`src/rtl/seg_pkg.sv`:
```
// Purpose : shared constants for the 4-digit hex scanner (segment codes, idle patterns).
// Latency : n/a (constants and a pure helper function only).
// Backpressure: n/a.
//
// Segment words are active-low, bit 6 = a ... bit 0 = g.
// Anode words are active-low, bit i drives digit i.
package seg_pkg;

    typedef logic [1:0] digit_idx_t;

    localparam logic [6:0] SEG_BLANK = 7'b1111111;
    localparam logic [3:0] AN_OFF    = 4'b1111;

    // Index n holds the glyph for hex value n.
    localparam logic [6:0] SEG_CODE [16] = '{
        7'b0000001,  // 0
        7'b1001111,  // 1
        7'b0010010,  // 2
        7'b0000110,  // 3
        7'b1001100,  // 4
        7'b0100100,  // 5
        7'b0100000,  // 6
        7'b0001111,  // 7
        7'b0000000,  // 8
        7'b0000100,  // 9
        7'b0001000,  // A
        7'b1100000,  // b
        7'b0110001,  // C
        7'b1000010,  // d
        7'b0110000,  // E
        7'b0111000   // F
    };

    // True when digit idx is a leading zero: it is not the rightmost digit
    // and it and every digit to its left are zero.
    function automatic logic is_leading_zero(input logic [15:0] word, input digit_idx_t idx);
        logic r;
        r = 1'b0;
        case (idx)
            2'd1:    r = (word[15:4]  == 12'h000);
            2'd2:    r = (word[15:8]  == 8'h00);
            2'd3:    r = (word[15:12] == 4'h0);
            default: r = 1'b0;
        endcase
        return r;
    endfunction

endpackage

```
`src/rtl/seg7_dec.sv`:
```
// Purpose : hex nibble to active-low 7-segment glyph.
// Latency : purely combinational.
// Backpressure: none.
//
// Ports: nib_i [3:0] hex value in; seg_o [6:0] active-low segments out (a..g).
module seg7_dec
    import seg_pkg::*;
(
    input  logic [3:0] nib_i,
    output logic [6:0] seg_o
);

    assign seg_o = SEG_CODE[nib_i];

endmodule

```
`src/rtl/seg_scan.sv`:
```
// Purpose : time-multiplexed driver for a 4-digit 7-segment display with a one-word input buffer.
// Latency : seg/an registered, 1 cycle behind the scan index; a word shows from the frame end after it is accepted.
// Backpressure: in_ready drops while a word waits for frame end; it rises again in the cycle after the hand-over.
//
// Ports:
//   clk, rst          clock, async active-high reset
//   in_data/valid/ready  16-bit word (digit 0 = [3:0]) with valid/ready handshake
//   en, blank_lz      display enable, leading-zero blanking
//   seg, an           active-low segments (a..g) and anodes
//   frame_tick        high in the cycle whose closing edge wraps the digit index 3->0
module seg_scan
    import seg_pkg::*;
#(
    parameter int unsigned REFRESH_DIV = 50000
) (
    input  logic        clk,
    input  logic        rst,
    input  logic [15:0] in_data,
    input  logic        in_valid,
    output logic        in_ready,
    input  logic        en,
    input  logic        blank_lz,
    output logic [6:0]  seg,
    output logic [3:0]  an,
    output logic        frame_tick
);

    localparam int unsigned     PW         = (REFRESH_DIV > 1) ? $clog2(REFRESH_DIV) : 1;
    localparam logic [PW-1:0]   PRESC_LAST = PW'(REFRESH_DIV - 1);

    logic [PW-1:0] presc_q, presc_d;
    digit_idx_t    idx_q, idx_d;
    logic [15:0]   pend_q, pend_d;
    logic          full_q, full_d;
    logic [15:0]   disp_q, disp_d;
    logic [6:0]    seg_q, seg_d;
    logic [3:0]    an_q, an_d;

    logic          slot_tick;
    logic          frame_end;
    logic          accept;
    logic [3:0]    cur_nib;
    logic [6:0]    dec_seg;

    // Scan timing only advances while enabled, so disabling freezes the
    // position and re-enabling continues the same slot.
    assign slot_tick = en && (presc_q == PRESC_LAST);
    assign frame_end = slot_tick && (idx_q == 2'd3);
    assign accept    = in_valid && !full_q;

    always_comb begin
        presc_d = presc_q;
        idx_d   = idx_q;
        if (en) begin
            presc_d = slot_tick ? '0 : presc_q + PW'(1);
        end
        if (slot_tick) begin
            idx_d = idx_q + 2'd1;
        end
    end

    // The display word is swapped only at frame end so a frame never mixes
    // digits of two words. in_ready is low whenever full is set, so a
    // hand-over and a new accept can never coincide; a word offered in the
    // hand-over cycle is therefore taken on the following edge and waits a
    // whole frame.
    always_comb begin
        pend_d = pend_q;
        full_d = full_q;
        disp_d = disp_q;
        if (frame_end && full_q) begin
            disp_d = pend_q;
            full_d = 1'b0;
        end else if (accept) begin
            pend_d = in_data;
            full_d = 1'b1;
        end
    end

    assign cur_nib = disp_q[{idx_q, 2'b00} +: 4];

    seg7_dec u_dec (
        .nib_i (cur_nib),
        .seg_o (dec_seg)
    );

    always_comb begin
        seg_d = SEG_BLANK;
        an_d  = AN_OFF;
        if (en) begin
            an_d  = ~(4'b0001 << idx_q);
            seg_d = (blank_lz && is_leading_zero(disp_q, idx_q)) ? SEG_BLANK : dec_seg;
        end
    end

    always_ff @(posedge clk or posedge rst) begin
        if (rst) begin
            presc_q <= '0;
            idx_q   <= 2'd0;
            pend_q  <= 16'h0000;
            full_q  <= 1'b0;
            disp_q  <= 16'h0000;
            seg_q   <= SEG_BLANK;
            an_q    <= AN_OFF;
        end else begin
            presc_q <= presc_d;
            idx_q   <= idx_d;
            pend_q  <= pend_d;
            full_q  <= full_d;
            disp_q  <= disp_d;
            seg_q   <= seg_d;
            an_q    <= an_d;
        end
    end

    assign in_ready   = !full_q;
    assign frame_tick = frame_end;
    assign seg        = seg_q;
    assign an         = an_q;

endmodule

```
`config.mk`:
```
export PLATFORM = sky130hd
export DESIGN_NAME = seg_scan
export DESIGN_NICKNAME = d
export VERILOG_FILES = /design/src/rtl/seg_pkg.sv /design/src/rtl/seg7_dec.sv /design/src/rtl/seg_scan.sv
export SDC_FILE = /design/constraint.sdc
export NUM_CORES = 1
export LEC_CHECK = 0
export BUFFER_PORTS_ARGS = -buffer_cell sky130_fd_sc_hd__buf_2
export CAP_MARGIN = 20
export CORE_ASPECT_RATIO = 2
export CORE_MARGIN = 3
export CORE_UTILIZATION = 45
export DETAILED_ROUTE_END_ITERATION = 8
export GPL_ROUTABILITY_DRIVEN = 0
export PLACE_DENSITY = 0.65
export SLEW_MARGIN = 20
export SYNTH_ARGS = -nofsm -noshare
export SYNTH_HDL_FRONTEND = slang
export SYNTH_SLANG_ARGS = --single-unit
```
`constraint.sdc`:
```
create_clock -name clk -period 4.9 [get_ports clk]
set_input_delay 0.49 -clock clk [delete_from_list [all_inputs] [get_ports clk]]
set_output_delay 0.49 -clock clk [all_outputs]
set_load 0.01 [all_outputs]
```
==> results.py, run 1 <==
metrics = {
    "timing": {
        "post-route-period-util_pct": 54.2,
        "drv_slew": 0,
        "clock_skew_ns": 0.00841,
        "finalCriticalPeriod_ns": 2.65,
        "hold_violations": 0,
        "max_freq_mhz": 377,
        "worst_slew_pin_slew_ns": 0.902,
        "max-slew-margin-rel_pct": 39.9,
        "setup_ws_ns": 2.25,
        "finalSetupViolations": 0,
        "setup_tns_ns": 0,
        "grt_setup_unrepaired": "false",
    },
    "floorplan": {
        "dieArea_um2": 7820,
        "num_rows": 41,
        "initial_core_util_pct": 47.3,
        "die_x_um": 64.1,
        "die_y_um": 122,
        "coreArea_um2": 6410,
        "boundaryPins": 34,
    },
    "global_route": {
        "grt.total_usage_pct": 17.6,
        "grtUsageMet3_pct": 3.69,
        "met2_usage_pct": 31.8,
        "grt.busiest_layer": "met2",
        "grtUsageMet1_pct": 17.7,
        "antenna_found_initial": 0,
        "grt_pass1_wl_mm": 10.1,
        "grt_max_degree": 63,
        "grt_pass1_vias": 2069,
        "grt_overflow_total": 0,
    },
    "routing": {
        "wl_per_cell_um": 16.1,
        "finalWirelength_mm": 5.86,
        "drt_pass1_iterations": 4,
        "dr.first_iter.drc_count": 142,
        "ant_nets": 0,
        "vias": 1917,
        "viasPerCell": 5.27,
        "drc": 0,
    },
    "power": {
        "power_density_nw_per_um2": 351,
        "p_leak_nw": 1.62,
        "max-vdd-ir-drop_v": 0.000189,
    },
    "placement": {
        "dpl_worst_slack_ns": 2.09,
        "io_buffers": 33,
        "dp_hpwl_mm": 4.23,
    },
    "clock_network": {
        "cts_buffers": 9,
        "clkSlewWorstSetupHoldPaths_ns": 0.05,
        "clock-sinks": 62,
        "clk_latency_ns": 0.33,
        "clockBufferDepth": 2,
        "postCtsHoldBufs": 0,
        "clock-root-buffer": "clkbuf_16",
        "cts_tree": "built",
        "cts_resized": 0,
        "post_cts_buffers": 0,
        "cts-htree-levels": 3,
    },
    "synthesis": {
        "ys_types": 44,
        "syn_inst": 235,
        "synth_area_leaders": "dfrtp_1 42%, mux2_2 10%, dfstp_2 9.5%",
        "synthTopCellsByCount": "51 x dfrtp_1, 27 x mux2_2, 14 x nand2_1",
        "synth_area_um2": 3030,
        "synth_area_per_cell_um2": 12.9,
        "synthFlopType": "dfrtp_1",
        "ys_ff_latch": 62,
        "synth_top_area_share_pct": 42.1,
        "synth_warnings": 0,
        "synthArstFlopShare_pct": 100,
        "syn-num-nets": 268,
        "yosysTopAreaCell": "dfrtp_1",
        "yosysSeqAreaShare_pct": 51.6,
        "synth_edf_count": 0,
        "synth_most_common_cell": "dfrtp_1",
    },
    "finish": {
        "synthToLayoutAreaGrowth_pct": 16.1,
        "multi_input_area_um2": 1370,
        "finish.net_count": 306,
        "drive_gt1_share_pct": 36.3,
        "fillCellCount": 585,
        "final_util_pct": 54.9,
        "ff_latch_area_um2": 1570,
        "antennaDiodeCount": 0,
    },
    "status": {
        "outcome": "complete, no violations",
    },
    "worst_hold_path": {
        "worstHoldPathType": "in -> async",
    },
    "flow_run": {
        "cap_violations": 0,
    },
    "setup_path": {
        "end_kind": "flip-flop",
        "path_class": "reg -> reg",
        "crit_fanout": 17,
        "cp.arrival_ns": 2.86,
        "cp-start-kind": "flip-flop",
        "required_ns": 5.11,
    },
}
-- cells in the final DEF (no fill, tap or decap), drive strengths merged, types with 2 or more instances in the layout --
| master | instances |
|---|---|
| a21oi | 2 |
| and4 | 3 |
| buf | 35 |
| clkbuf | 16 |
| dfrtp | 51 |
| dfstp | 11 |
| ha | 12 |
| inv | 11 |
| mux2 | 36 |
| mux2i | 8 |
| mux4 | 4 |
| nand2 | 14 |
| nand2b | 2 |
| nand3 | 6 |
| nand4 | 5 |
| nand4b | 2 |
| nor2 | 13 |
| nor2b | 2 |
| nor4 | 6 |
| o21ai | 3 |
| o221ai | 2 |
| or3 | 3 |
| xnor2 | 7 |
| xor2 | 9 |
-- flip-flops by register name (all words and copies together), names as in the netlist --
name / flops
idx_q: 2
an: 4
seg: 7
disp_q: 16
pend_q: 16
presc_q: 16
full_q: 1
-- critical path: stages (launching register included) --
cell and delay, ns:
dfrtp_1 0.38, ha_1 0.21, and4_1 0.26, and4_1 0.44, and3_1 0.82, mux2_2 0.42
-- kinds of logic (layout without fill, tap and decap cells) --
family | count (synthesis) | in the layout | share of synthesized area [%]
mux | 48 | 48 | 20.1
buf+inv | 19 | 62 | 3.38
flops | 62 | 62 | 51.6
compound gates | 15 | 15 | 3.55
xor+xnor | 16 | 16 | 4.62
fa+ha+maj | 12 | 12 | 4.95
simple gates | 63 | 63 | 11.8
-- final cells by class --
class / instances / area share (%)
Sequential cell: 62 / 44.5
Multi-Input combinational cell: 154 / 38.8
Clock buffer: 16 / 7.43
Timing Repair Buffer: 35 / 5.12
Tap cell: 86 / 3.06
Inverter: 11 / 1.17
-- routing by layer --
metal  share of wire [%]  wire, µm
met1                  36      2140
met2                  58      3400
met3                 2.6       153
met4                 2.9       168
met5                   0         0
-- worst paths after layout --
| path | slack (ns) | to | start | cells after the start |
|---|---|---|---|---|
| setup / recovery | 2.25 | disp_q[15] | presc_q[0] | 5 |
| hold reg to reg | 0.49 | presc_q[11] | presc_q[11] | 1 |
| hold / removal | 0.36 | presc_q[2] | rst | 3 |
| min in group clk | 0.39 | pend_q[4] | in_data[4] | 2 |
| setup reg to reg | 2.25 | disp_q[15] | presc_q[0] | 5 |
| max in group asynchronous | 4.01 | disp_q[3] | rst | 3 |
-- stage by stage --
stage / std cells / cell area, µm² / hold slack, ns / power (mW)
5_1_grt: 364 / 3520 / 0.388 / 1.30
2_1_floorplan: 235 / 3030 / 0.440 / 0.653
4_1_cts: 364 / 3520 / 0.376 / 1.26
3_3_place_gp: 348 / 3260 / 0.471 / 0.683
6_report: 364 / 3520 / 0.364 / 1.23
3_5_place_dp: 348 / 3260 / 0.481 / 0.688
-- report_power, final --
group	internal (mW)	leakage, nW	switching (mW)
clock	0.356	0.125	0.200
combinational	0.0437	0.730	0.0425
sequential	0.557	0.768	0.0355
total	0.957	1.62	0.278
Power figures use the tool's default switching activity.
==> run 2: changes to the inputs <==
--- a/config.mk
+++ b/config.mk
@@ -12,7 +12,7 @@
 export CORE_UTILIZATION = 45
 export DETAILED_ROUTE_END_ITERATION = 8
 export GPL_ROUTABILITY_DRIVEN = 0
-export PLACE_DENSITY = 0.65
+export PLACE_DENSITY = 0.67
 export SLEW_MARGIN = 20
 export SYNTH_ARGS = -nofsm -noshare
 export SYNTH_HDL_FRONTEND = slang
==> constraint.sdc (replaced) <==
create_clock -name clk -period 2.2 [get_ports clk]
set_input_delay 0.22 -clock clk [delete_from_list [all_inputs] [get_ports clk]]
set_output_delay 0.22 -clock clk [all_outputs]
set_load 0.01 [all_outputs]
==> results.py, run 2 (synthesis gave the netlist of run 1 again) <==
metrics = {
    "finish": {
        "reg_top3": "disp_q (16), pend_q (16), presc_q (16)",
        "multi_input_area_um2": 1370,
        "stdcell_area_um2": 3650,
        "final_util_pct": 56.9,
        "antennaDiodeCount": 0,
        "fillCellCount": 555,
        "drive_gt1_share_pct": 38.9,
        "finish.net_count": 311,
        "synthToLayoutAreaGrowth_pct": 20.3,
        "layout_commonest_cell": "dfrtp_1",
        "final_cell_mix": "51 x dfrtp_1, 33 x buf_2, 27 x mux2_2",
        "ff_latch_area_um2": 1570,
    },
    "timing": {
        "grt_setup_unrepaired": "false",
        "finalCriticalPeriod_ns": 1.95,
        "drv_slew": 0,
        "finalSetupViolations": 0,
        "hold_violations": 0,
        "worst_slew_pin_slew_ns": 0.454,
        "post-route-period-util_pct": 88.9,
        "max-slew-margin-rel_pct": 69.4,
        "setup_tns_ns": 0,
        "max_freq_mhz": 512,
        "clock_skew_ns": 0.00671,
        "holdWs_ns": 0.121,
    },
    "setup_path": {
        "end_kind": "flip-flop",
        "path_class": "reg -> reg",
        "crit_fanout": 6,
        "cp-start-kind": "flip-flop",
        "cp.arrival_ns": 2.17,
        "required_ns": 2.42,
    },
    "clock_network": {
        "clkSlewWorstSetupHoldPaths_ns": 0.05,
        "clock-root-buffer": "clkbuf_16",
        "clk_latency_ns": 0.33,
        "clock-sinks": 62,
        "clockBufferDepth": 2,
        "cts-htree-levels": 3,
        "cts_buffers": 9,
        "post_cts_buffers": 0,
        "cts_tree": "built",
    },
    "floorplan": {
        "boundaryPins": 34,
        "coreArea_um2": 6410,
        "dieArea_um2": 7820,
        "die_x_um": 64.1,
        "die_y_um": 122,
        "initial_core_util_pct": 47.3,
        "num_rows": 41,
    },
    "routing": {
        "dr.first_iter.drc_count": 70,
        "vias": 1926,
        "drt_pass1_iterations": 4,
        "ant_nets": 0,
        "viasPerCell": 5.22,
        "finalWirelength_mm": 5.55,
        "wl_per_cell_um": 15.0,
        "drc": 0,
    },
    "power": {
        "p_int_mw": 2.42,
        "finalPower_mw": 3.07,
        "max-vdd-ir-drop_v": 0.000560,
        "clkPwrFrac_pct": 50.8,
        "switching_power_uw": 646,
        "swShare_pct": 21.1,
        "pwr-share-seq_pct": 43.0,
        "pwr-share-comb_pct": 6.2,
        "power_density_nw_per_um2": 841,
        "p_leak_nw": 1.69,
    },
    "global_route": {
        "grt_max_degree": 34,
        "grt_pass1_vias": 2038,
        "grt.total_usage_pct": 16.7,
        "grt_pass1_wl_mm": 9.77,
        "grt_overflow_total": 0,
        "antenna_found_initial": 0,
    },
    "status": {
        "outcome": "complete, no violations",
    },
    "placement": {
        "place_area_um2": 3300,
        "io_buffers": 33,
        "dp_hpwl_mm": 4.14,
    },
    "flow_run": {
        "cap_violations": 0,
    },
    "worst_hold_path": {
        "worstHoldPathType": "in -> reg",
    },
}
run 2: power by group through the flow:
stage | Sequential [mW] | Clock [mW] | Combinational [mW]
finish | 1.32 | 1.56 | 0.190
global route | 1.33 | 1.65 | 0.220
CTS | 1.32 | 1.60 | 0.195
detailed placement | 1.34 | 0 | 0.194
global placement | 1.33 | 0 | 0.186
floorplan | 1.32 | 0 | 0.139
run 2: what timing repair did:
item	CTS	global route
gates resized for setup	0	0
hold endpoints to repair	4	0
hold buffers	1	0
run 2: worst paths after layout:
| kind | startpoint | to | slack (ns) | depth (start not counted) |
|---|---|---|---|---|
| setup / recovery | idx_q[1] | seg[6] | 0.25 | 5 |
| max in group asynchronous | rst | seg[2] | 1.26 | 4 |
| hold / removal | in_data[13] | pend_q[13] | 0.12 | 2 |
| setup reg to reg | idx_q[1] | seg[6] | 0.25 | 5 |
| min in group asynchronous | rst | pend_q[11] | 0.30 | 3 |
| hold reg to reg | presc_q[15] | presc_q[15] | 0.49 | 1 |
run 2: layout make-up:
class | instances | area share, %
clock buffer | 13 | 7.41
clock inverter | 3 | 1.78
inverter | 11 | 1.13
multi-input combinational | 154 | 37.4
sequential | 62 | 42.9
tap | 86 | 2.95
timing repair buffer | 40 | 6.38
run 2: metal layers:
metal  GRT usage, %  wire, µm
met5              0         0
met3           5.90       247
met2           28.8      3070
met4           7.98       100
met1           17.8      2130
run 2: stage by stage:
step / setup slack [ns] / instances
floorplan: 0.264 / 235
global placement: 0.254 / 352
detailed placement: 0.259 / 352
CTS: 0.221 / 369
global route: 0.121 / 369
finish: 0.245 / 369
run 2: worst max-delay path, cell delays in order (launching register included):
cell and delay [ns]:
dfrtp_1 0.42, mux4_2 0.60, inv_1 0.16, ha_1 0.22
nor4_1 0.07, o41ai_1 0.37
==> run 3: changes to the inputs <==
--- a/config.mk
+++ b/config.mk
@@ -5,7 +5,7 @@
 export SDC_FILE = /design/constraint.sdc
 export NUM_CORES = 1
 export LEC_CHECK = 0
-export BUFFER_PORTS_ARGS = -buffer_cell sky130_fd_sc_hd__buf_2
+export BUFFER_PORTS_ARGS = -buffer_cell sky130_fd_sc_hd__clkbuf_2
 export CAP_MARGIN = 20
 export CORE_ASPECT_RATIO = 2
 export CORE_MARGIN = 3
@@ -13,6 +13,7 @@
 export DETAILED_ROUTE_END_ITERATION = 8
 export GPL_ROUTABILITY_DRIVEN = 0
 export PLACE_DENSITY = 0.67
+export RECOVER_POWER = 50
 export SLEW_MARGIN = 20
 export SYNTH_ARGS = -nofsm -noshare
 export SYNTH_HDL_FRONTEND = slang
==> results.py, run 3 (synthesis gave the netlist of run 1 again) <==
metrics = {
    "status": {
        "outcome": "complete, no violations",
    },
    "finish": {
        "final_util_pct": 56.3,
        "layout_commonest_cell": "dfrtp_1",
        "final_cell_mix": "51 x dfrtp_1, 33 x clkbuf_2, 27 x mux2_2",
        "reg_top3": "disp_q (16), pend_q (16), presc_q (16)",
        "finish.net_count": 311,
        "drive_gt1_share_pct": 37.9,
        "synthToLayoutAreaGrowth_pct": 19.0,
        "stdcell_area_um2": 3610,
        "antennaDiodeCount": 0,
        "fillCellCount": 552,
    },
    "floorplan": {
        "die_y_um": 122,
        "boundaryPins": 34,
        "num_rows": 41,
        "die_x_um": 64.1,
        "initial_core_util_pct": 47.3,
        "coreArea_um2": 6410,
        "dieArea_um2": 7820,
    },
    "global_route": {
        "grt.total_usage_pct": 16.2,
        "grtUsageMet3_pct": 5.07,
        "antenna_found_initial": 0,
        "grtUsageMet1_pct": 17.9,
        "grt_overflow_total": 0,
        "grt_max_degree": 63,
        "met2_usage_pct": 27.2,
        "grt.busiest_layer": "met2",
        "grt_pass1_wl_mm": 9.40,
        "grt_pass1_vias": 1940,
    },
    "setup_path": {
        "max_stage_delay_ns": 0.59,
        "crit_fanout": 6,
        "path_buf_inv": 1,
        "cp.arrival_ns": 2.21,
        "cp_slowest_cell": "mux4_2",
        "required_ns": 2.41,
        "end_kind": "flip-flop",
        "path_class": "reg -> reg",
        "path_cells": "mux4_2, inv_1, ha_1, nor4_1, o41ai_1",
        "cp-start-kind": "flip-flop",
        "critPathTopFamily": "multiplexers",
    },
    "timing": {
        "max-slew-margin-rel_pct": 11.1,
        "worst_slew_pin_slew_ns": 1.33,
        "clock_skew_ns": 0.00631,
        "setup_tns_ns": 0,
        "finalCriticalPeriod_ns": 2.00,
        "grt_setup_unrepaired": "false",
        "hold_violations": 0,
        "finalSetupViolations": 0,
        "drv_slew": 0,
        "max_freq_mhz": 501,
        "post-route-period-util_pct": 90.8,
        "holdWs_ns": 0.122,
    },
    "clock_network": {
        "clk_latency_ns": 0.33,
        "clock-sinks": 62,
        "clkSlewWorstSetupHoldPaths_ns": 0.05,
        "cts_resized": 0,
        "postCtsHoldBufs": 1,
        "clockBufferDepth": 2,
        "cts_buffers": 9,
        "cts_tree": "built",
        "clock-root-buffer": "clkbuf_16",
        "post_cts_buffers": 0,
        "cts-htree-levels": 3,
    },
    "routing": {
        "vias": 1915,
        "dr.first_iter.drc_count": 85,
        "drt_pass1_iterations": 4,
        "wl_per_cell_um": 15.4,
        "drc": 0,
        "finalWirelength_mm": 5.65,
        "viasPerCell": 5.20,
        "ant_nets": 0,
    },
    "power": {
        "swShare_pct": 21.5,
        "p_leak_nw": 1.69,
        "pwr-share-seq_pct": 44.6,
        "max-vdd-ir-drop_v": 0.000830,
        "p_int_mw": 2.32,
        "power_density_nw_per_um2": 818,
        "pwr-share-comb_pct": 6.5,
        "clkPwrFrac_pct": 48.9,
        "switching_power_uw": 636,
    },
    "placement": {
        "io_buffers": 33,
        "dp_hpwl_mm": 4.04,
        "place_area_um2": 3310,
    },
    "flow_run": {
        "cap_violations": 0,
    },
    "worst_hold_path": {
        "worstHoldPathType": "in -> reg",
    },
}
## run 3: final timing paths
check / start / to / slack (ns) / cells past startpoint
max: idx_q[1] / seg[6] / 0.20 / 5
min: in_data[8] / pend_q[8] / 0.12 / 2
max reg2reg: idx_q[1] / seg[6] / 0.20 / 5
min reg2reg: presc_q[15] / presc_q[15] / 0.47 / 1
max in group asynchronous: rst / disp_q[0] / 0.51 / 4
min in group asynchronous: rst / pend_q[9] / 0.89 / 4
## run 3: per-stage QoR
stage	cells	power, mW	setup WS [ns]
after floorplan	235	1.45	0.264
after global placement	352	1.52	0.250
after detailed placement	352	1.53	0.207
after CTS	368	3.01	0.181
after global routing	368	3.08	0.0848
final	368	2.95	0.202
## run 3: power by group through the flow
stage	Sequential, mW	Combinational (mW)	Clock [mW]
detailed placement	1.34	0.197	0
floorplan	1.32	0.139	0
CTS	1.32	0.200	1.49
global route	1.33	0.214	1.54
global placement	1.33	0.188	0
finish	1.32	0.191	1.44
## run 3: layout make-up
type                       count  area [µm²]  area share (%)
timing repair buffer          40         226            6.27
inverter                      11        41.3            1.14
clock buffer                  10         229            6.34
tap                           86         108            2.98
sequential                    62        1570            43.4
clock inverter                 5        75.1            2.08
multi-input combinational    154        1370            37.8
## run 3: worst register-to-register path, stage by stage, from the launching register on
cell	delay [ns]
dfrtp_1	0.40
mux4_2	0.59
inv_1	0.17
ha_1	0.22
nor4_1	0.07
o41ai_1	0.42
## run 3: layer usage
| layer | wire length, µm | vias up |
|---|---|---|
| li1 | - | 920 |
| met1 | 2210 | 942 |
| met2 | 3090 | 44 |
| met3 | 210 | 9 |
| met4 | 140 | 0 |
| met5 | 0 | - |
